### config.mk
export PLATFORM = sky130hd
export DESIGN_NAME = pipe_ctrl
export DESIGN_NICKNAME = d
export VERILOG_FILES = /design/src/rtl/pipe_ctrl.sv
export SDC_FILE = /design/constraint.sdc
export NUM_CORES = 1
export LEC_CHECK = 0
export ABC_AREA = 0
export CAP_MARGIN = 25
export CORE_ASPECT_RATIO = 0.8
export CORE_UTILIZATION = 39
export CTS_CLUSTER_SIZE = 16
export DETAILED_ROUTE_END_ITERATION = 6
export PLACE_DENSITY = 0.95
export SLEW_MARGIN = 0
export SYNTH_ARGS = -nofsm -noshare
export SYNTH_HDL_FRONTEND = slang
export SYNTH_SLANG_ARGS = --single-unit
### constraint.sdc
create_clock -name clk -period 9.5 [get_ports clk]
set_clock_uncertainty 0.2 [all_clocks]
set_input_delay 0.95 -clock clk [delete_from_list [all_inputs] [get_ports clk]]
set_output_delay 0.95 -clock clk [all_outputs]
set_load 0.005 [all_outputs]
### src/rtl/pipe_ctrl.sv
// pipe_ctrl: RV32 5-stage hazard/stall/flush sequencer (ID/EX hazard inputs, MEM bus handshake in; per-stage stall/flush, PC redirect, bus abort, stall counter out)
module pipe_ctrl #(
  parameter int TIMEOUT = 16,
  parameter int ADDR_W  = 32
) (
  input  logic              clk,
  input  logic              rst,
  input  logic [4:0]        id_rs1_raddr,
  input  logic              id_rs1_ren,
  input  logic [4:0]        id_rs2_raddr,
  input  logic              id_rs2_ren,
  input  logic [4:0]        ex_rd_waddr,
  input  logic              ex_rd_we,
  input  logic              ex_is_load,
  input  logic              ex_br_taken,
  input  logic [ADDR_W-1:0] ex_br_target,
  input  logic              ex_trap,
  input  logic [ADDR_W-1:0] trap_vector,
  input  logic              mem_req,
  input  logic              mem_ready,
  output logic              stall_if,
  output logic              stall_id,
  output logic              stall_ex,
  output logic              stall_mem,
  output logic              flush_id,
  output logic              flush_ex,
  output logic              pc_redirect,
  output logic [ADDR_W-1:0] pc_redirect_addr,
  output logic              mem_abort,
  output logic              bus_err,
  output logic [31:0]       stall_cnt
);
  localparam int CW = $clog2(TIMEOUT);
  typedef enum logic [1:0] {RUN = 2'd0, LU_STALL = 2'd1, MEM_WAIT = 2'd2, REDIRECT = 2'd3} state_t;
  state_t        r_state, w_next;
  logic [CW-1:0] r_wait_cnt;
  logic          r_pend;
  logic          w_wait, w_lu, w_tmo;
  always_comb begin
    w_wait = mem_req & ~mem_ready;
    w_lu = ex_is_load & ex_rd_we & (ex_rd_waddr != 5'd0) &
           ((id_rs1_ren & (id_rs1_raddr == ex_rd_waddr)) | (id_rs2_ren & (id_rs2_raddr == ex_rd_waddr)));
    w_tmo = (r_state == MEM_WAIT) & w_wait & (r_wait_cnt == CW'(TIMEOUT - 1));
    w_next = RUN;
    stall_if = 1'b0;
    stall_id = 1'b0;
    stall_ex = 1'b0;
    stall_mem = 1'b0;
    flush_id = 1'b0;
    flush_ex = 1'b0;
    pc_redirect = 1'b0;
    pc_redirect_addr = '0;
    mem_abort = 1'b0;
    bus_err = 1'b0;
    if (rst) begin
      w_next = RUN;
    end else if (w_tmo) begin
      {bus_err, mem_abort, pc_redirect, flush_id, flush_ex} = 5'b11111;
      pc_redirect_addr = trap_vector;
      w_next = REDIRECT;
    end else if (w_wait) begin
      {stall_if, stall_id, stall_ex, stall_mem} = 4'b1111;
      w_next = MEM_WAIT;
    end else if (r_state == REDIRECT) begin
      flush_id = 1'b1;
    end else if (ex_trap | ex_br_taken) begin
      {pc_redirect, flush_id, flush_ex} = 3'b111;
      pc_redirect_addr = ex_trap ? trap_vector : ex_br_target;
      w_next = REDIRECT;
    end else if (w_lu && r_state != LU_STALL) begin
      {stall_if, stall_id, flush_ex} = 3'b111;
      w_next = LU_STALL;
    end
    flush_id = flush_id | (~rst & r_pend & ~stall_id);
  end
  always_ff @(posedge clk or posedge rst) begin
    if (rst) begin
      r_state <= RUN;
      r_wait_cnt <= '0;
      r_pend <= 1'b0;
      stall_cnt <= '0;
    end else begin
      r_state <= w_next;
      r_wait_cnt <= (r_state == MEM_WAIT && w_wait && !w_tmo) ? r_wait_cnt + CW'(1) : '0;
      r_pend <= (r_state == REDIRECT && w_wait) ? 1'b1 : (stall_id & r_pend);
      stall_cnt <= stall_cnt + {31'd0, stall_id};
    end
  end
endmodule

Word-level counts from Yosys, hierarchy flattened
Cells that the tools add are included.
Widths: inputs -> output; s select.
{"block": "op_classes", "add_sub_neg": 2, "mul": 0, "div": 0, "n_lt_le_gt_ge": 0, "eq_ne": 6, "n_shift": 0, "mux": 39, "bitwise": 17, "n_reduce_logical": 6}
{"cell": "$mux 32", "count": 6}
{"cell": "$add 32x1->32", "count": 1}
{"cell": "$mux 1", "count": 27}
{"cell": "$and 1x1->1", "count": 11}
{"cell": "$eq 5x5->1", "count": 2}
{"cell": "$mux 2", "count": 5}
{"cell": "$reduce_bool 5->1", "count": 1}
{"cell": "$add 4x1->4 const B", "count": 1}
{"cell": "$eq 2x2->1 const B", "count": 2}
{"cell": "$eq 4x4->1 const B", "count": 1}
{"cell": "$logic_and 1x1->1", "count": 4}
{"cell": "$mux 4", "count": 1}
{"cell": "$not 1->1", "count": 3}
{"cell": "$or 1x1->1", "count": 3}
{"cell": "$ne 2x1->1 const B", "count": 1}
{"cell": "$logic_not 1->1", "count": 1}
{"block": "totals", "reg_bits": 39, "latchBits": 0, "ramBits": 0, "rom_bits": 0, "inputBits": 89, "n_memories": 0}

Longest topological paths before layout
{"block": "logic_depth", "depth_word": 14, "mapped_depth": 12}

Least setup slack after synthesis
OpenSTA, ideal clock, no wires.
{"block": "synth_path", "path_type": "input -> register", "startpoint": "in mem_req", "endpoint": "reg stall_cnt[22]", "arrival_ns": 3.196, "t_required_ns": 9.176, "path_slack_ns": 5.980, "cell_stages": 11, "n_path_buf": 1, "path_cell_list": "nor4bb_1 > buf_2 > a221oi_1 > and2_1 > o21bai_1 > ha_1 > ha_1 > nand4_1 > nor4_4 > nand4_1 > xnor2_1"}
{"block": "synth_via", "elab_chain_cells": 6, "word_cells_on_any_way": 7, "classes_between": "add/sub: 1; mux: 3; bitwise: 3"}
{"item": "start, declared", "line": "19", "source": "input logic mem_req,"}
{"item": "$and 1x1->1 (*)", "line": "40", "source": "w_wait = mem_req & ~mem_ready;"}
{"item": "$and 1x1->1 (2 in series)", "line": "43", "source": "w_tmo = (r_state == MEM_WAIT) & w_wait & (r_wait_cnt == CW'(TIMEOUT - 1));"}
{"item": "$mux 1 (*)", "line": "57", "source": "end else if (w_tmo) begin"}
{"item": "$mux 1 (*)", "line": "55", "source": "if (rst) begin"}
{"item": "net stall_id", "line": "22", "source": "output logic stall_id,"}
{"item": "$add 32x1->32 (*)", "line": "86", "source": "stall_cnt <= stall_cnt + {31'd0, stall_id};"}
{"item": "end signal, assigned", "line": "86"}
{"item": "end, declared", "line": "31", "source": "output logic [31:0] stall_cnt"}
Mark *: on every way through the listed nets, which the timed path passes. The rest lies on a longest branch.

Worst setup path in the final report
{"block": "layout_path", "startpoint": "in mem_req", "endpoint": "out pc_redirect_addr[15]"}
{"block": "layout_via", "elab_chain_cells": 5, "word_cells_on_any_way": 6, "classes_between": "mux: 3; bitwise: 3"}
{"item": "$and 1x1->1 (*)", "line": "40"}
{"item": "$and 1x1->1 (2 in series)", "line": "43"}
{"item": "$mux 32 (*)", "line": "57"}
{"item": "$mux 32 (*)", "line": "55"}
{"item": "end, declared", "line": "28", "source": "output logic [ADDR_W-1:0] pc_redirect_addr,"}
Mark *: on every way between the ends. The rest lies on a longest branch, timed or not.

==> key figures <==
Logic synthesis
  – Yosys top cell by area: dfrtp_1
  – Synth top area cells: dfrtp_1, nand2_1, xnor2_1, a21oi_1, xor2_1
  – Top cells by count, synth: nand2_1, dfrtp_1, a21oi_1
  – Synth Register Bits: 39
  – Syn Area/Cell: ~8.4 sq um
  – Register area share after synthesis: just under 40%
  – Synth Cell Area: between 2000 and 2500 sq um
  – Number of enable flip-flop cells after synthesis: 0
  – Unique masters post-synth: 37
  – Yosys warns: 0
  – Top-count cell post-synth: nand2_1
  – Syn Inst Count: slightly below 300
  – Area share of the largest cell type after synthesis: between 30 and 40%
  – Main synth FF type: dfrtp_1
  – Syn Nets: 386
  – Asr flop ratio synth: 100%

Global routing
  – Initial antenna violation count: 0
  – Largest net degree at the start of global routing: 33
  – Global Route met1 Usage: 31.4%
  – Vias in the first global route: 2525
  – First-pass GRT wire length: 12800 um
  – Gr ovfl total: 0
  – Met2 Usage GRT: 42.0%
  – Total GRT Usage: around a quarter
  – Met3 Use GR: approximately 5.0%
  – Top Usage Layer GRT: met2

Worst setup path
  – Beginning of the critical path: mem_req
  – R2R Setup Slk: approximately 5.8 ns
  – Critical Path Most Common Cell: clkdlybuf4s50_1
  – Crit path DAT: roughly 3.9 ns
  – Reg2Reg Depth: 11
  – Crit Path Class: input port to output pin
  – Reg-to-Reg Start: r_wait_cnt[0]$_DFF_PP0_
  – Worst-path fanout max: 32
  – Crit path required time: around 8.4 ns
  – FF-to-FF End: stall_cnt[22]$_DFF_PP0_
  – Crit path capture type: output pin
  – CP Launch Type: input port
  – CP max-delay cell: a21o_1
  – Cell Chain, Critical Path: clkdlybuf4s50_1, nor4bb_1, a21o_1, nand2_1, a21oi_1, clkdlybuf4s50_1
  – Worst setup path end: pc_redirect_addr[15]
  – Largest stage delay on the critical path: about 0.84 ns

Final layout
  – Diodes inserted: 0
  – Net count, final: between 500 and 600
  – Final cell count without fillers: around 530
  – Final core occ: between 70% and 80%
  – Filler Cell Count: 448
  – Share of cells above drive strength 1: under 10%
  – Layout area overhead: 73.3%

Floorplanning
  – Initial Utilization: between 40% and 50%
  – Chip height: between 70 and 80 um
  – Width of the die: 90.7 um
  – Area of the die: 6620 sq um
  – Core ar.: between 6000 and 7000 sq um
  – # rows: 25
  – Num ports: around 160

Route
  – DRC viols: 0
  – Drt initial violations: between 150 and 200
  – WL/cell: between 15 and 20 um
  – ANT nets after route: 0
  – Number of vias per cell: 5.17
  – Total length of routed wires: between 8000 and 9000 um
  – 1st-pass router iterations: 4
  – DR vias: 2756

Status
  – Outcome: finished, final reports clean

Clock tree
  – Clk_lat worst skew: between 0.2 and 0.3 ns
  – Clock Sink Count: 39
  – CTS Buf Count: 5
  – Max H-tree Level: 2
  – Max Buffers Root-to-Sink: 2
  – Post-cts repair resize count: 0
  – Post-CTS Hold Fix Bufs: 0
  – CTS tree: done
  – Root Buffer: clkbuf_8
  – Clk slew on worst S/H paths: roughly 0.070 ns
  – Post-CTS Setup Bufs: 0

Timing
  – Total negative setup slack: 0 ns
  – Slack of the critical path: approximately 4.5 ns
  – Slew headroom: a little under two fifths
  – Worst Tran Pin Value: approximately 0.94 ns
  – # setup viols final: 0
  – Period utilization: approximately 53%
  – Max-slew violation count: 0
  – Minimum clock period: slightly above 5 ns
  – Final hold viol count: 0
  – RSZ-0062 raised after global routing: false
  – Min Hold Slack: 0.268 ns
  – Max Freq: about 200 MHz

Power
  – Leakage: around 1.8 nW
  – P per Cell Area: ~110 nW/um^2
  – Maximum vdd drop: roughly 0.00012 V

Placed design
  – Worst slack at placement: approximately 4.2 ns
  – DP Wirelength: 6580 um
  – Port bufs: between 150 and 200
  – Gpl congestion: 0.819
  – Placed cells: around 520

Min path
  – Hold wc startpoint: stall_cnt[31]$_DFF_PP0_
  – Min-delay worst type: register to register

Flow run
  – MaxCap Viol Count: 0
-- state kept, by name, summed over array words and instances (netlist names) --
register    flops
stall_cnt      32
r_wait_cnt      4
r_state         2
r_pend          1
-- layer usage --
layer	vias to the layer above	share of wire, %	routed length, um
met3	15	6.0	510
met2	107	50	4260
met1	1314	42	3580
met5	-	0	0
li1	1320	-	-
met4	0	1.6	132
-- placed cells by master (no fill, tap or decap), types with 6 or more instances in the layout --
master	netlist	final
nand4_1	12	12
xnor2_1	28	28
nand3_1	19	19
and3_1	6	6
dfrtp_1	39	39
nand2_1	74	74
a21oi_1	34	33
xor2_1	14	14
clkdlybuf4s50_1	0	161
nor2_1	10	10
-- cell families (layout without fill, tap and decap cells) --
group	count (synthesis)	in the layout	synth area share, %
simple gates	142	142	28.4
compound gates	48	48	11.4
xor+xnor	42	42	15.0
flops	39	39	39.7
buf+inv	20	178	4.02
fa+ha+maj	3	3	1.53
-- per-stage QoR --
| stage | power, mW | cell area (sq um) |
|---|---|---|
| global placement | 0.293 | 4120 |
| floorplan | 0.218 | 2460 |
| CTS | 0.460 | 4250 |
| finish | 0.458 | 4260 |
| detailed placement | 0.296 | 4120 |
| global route | 0.479 | 4260 |
-- layout make-up --
type,instances,area (sq um),share of cell area (%)
well taps,81,101,2.38
clock inverters,3,67.6,1.59
clock buffers,5,68.8,1.62
multi-input cells,235,1390,32.6
flip-flops and latches,39,976,22.9
inverters,5,18.8,0.441
repair buffers,165,1640,38.5
-- power breakdown --
part,switching [mW],internal (mW)
sequential,0.00882,0.174
combinational,0.0416,0.0703
clock,0.0585,0.105
total,0.109,0.349
-- critical path: cells and delay by family --
| family | cells | cell delay [ns] |
|---|---|---|
| compound gates | 2 | 1.09 |
| buf+inv | 2 | 1.06 |
| simple gates | 2 | 0.78 |
-- how the worst min path moves through the flow --
stage / endpoint / slack [ns] / cells after the start
floorplan: r_wait_cnt[0]$_DFF_PP0_ / 0.23 / 1
global placement: r_wait_cnt[0]$_DFF_PP0_ / 0.24 / 1
detailed placement: r_wait_cnt[0]$_DFF_PP0_ / 0.26 / 1
CTS: r_wait_cnt[0]$_DFF_PP0_ / 0.27 / 1
global route: r_wait_cnt[0]$_DFF_PP0_ / 0.29 / 1
finish: stall_cnt[31]$_DFF_PP0_ / 0.27 / 1
Note: power is estimated with default switching activity, not from simulation.
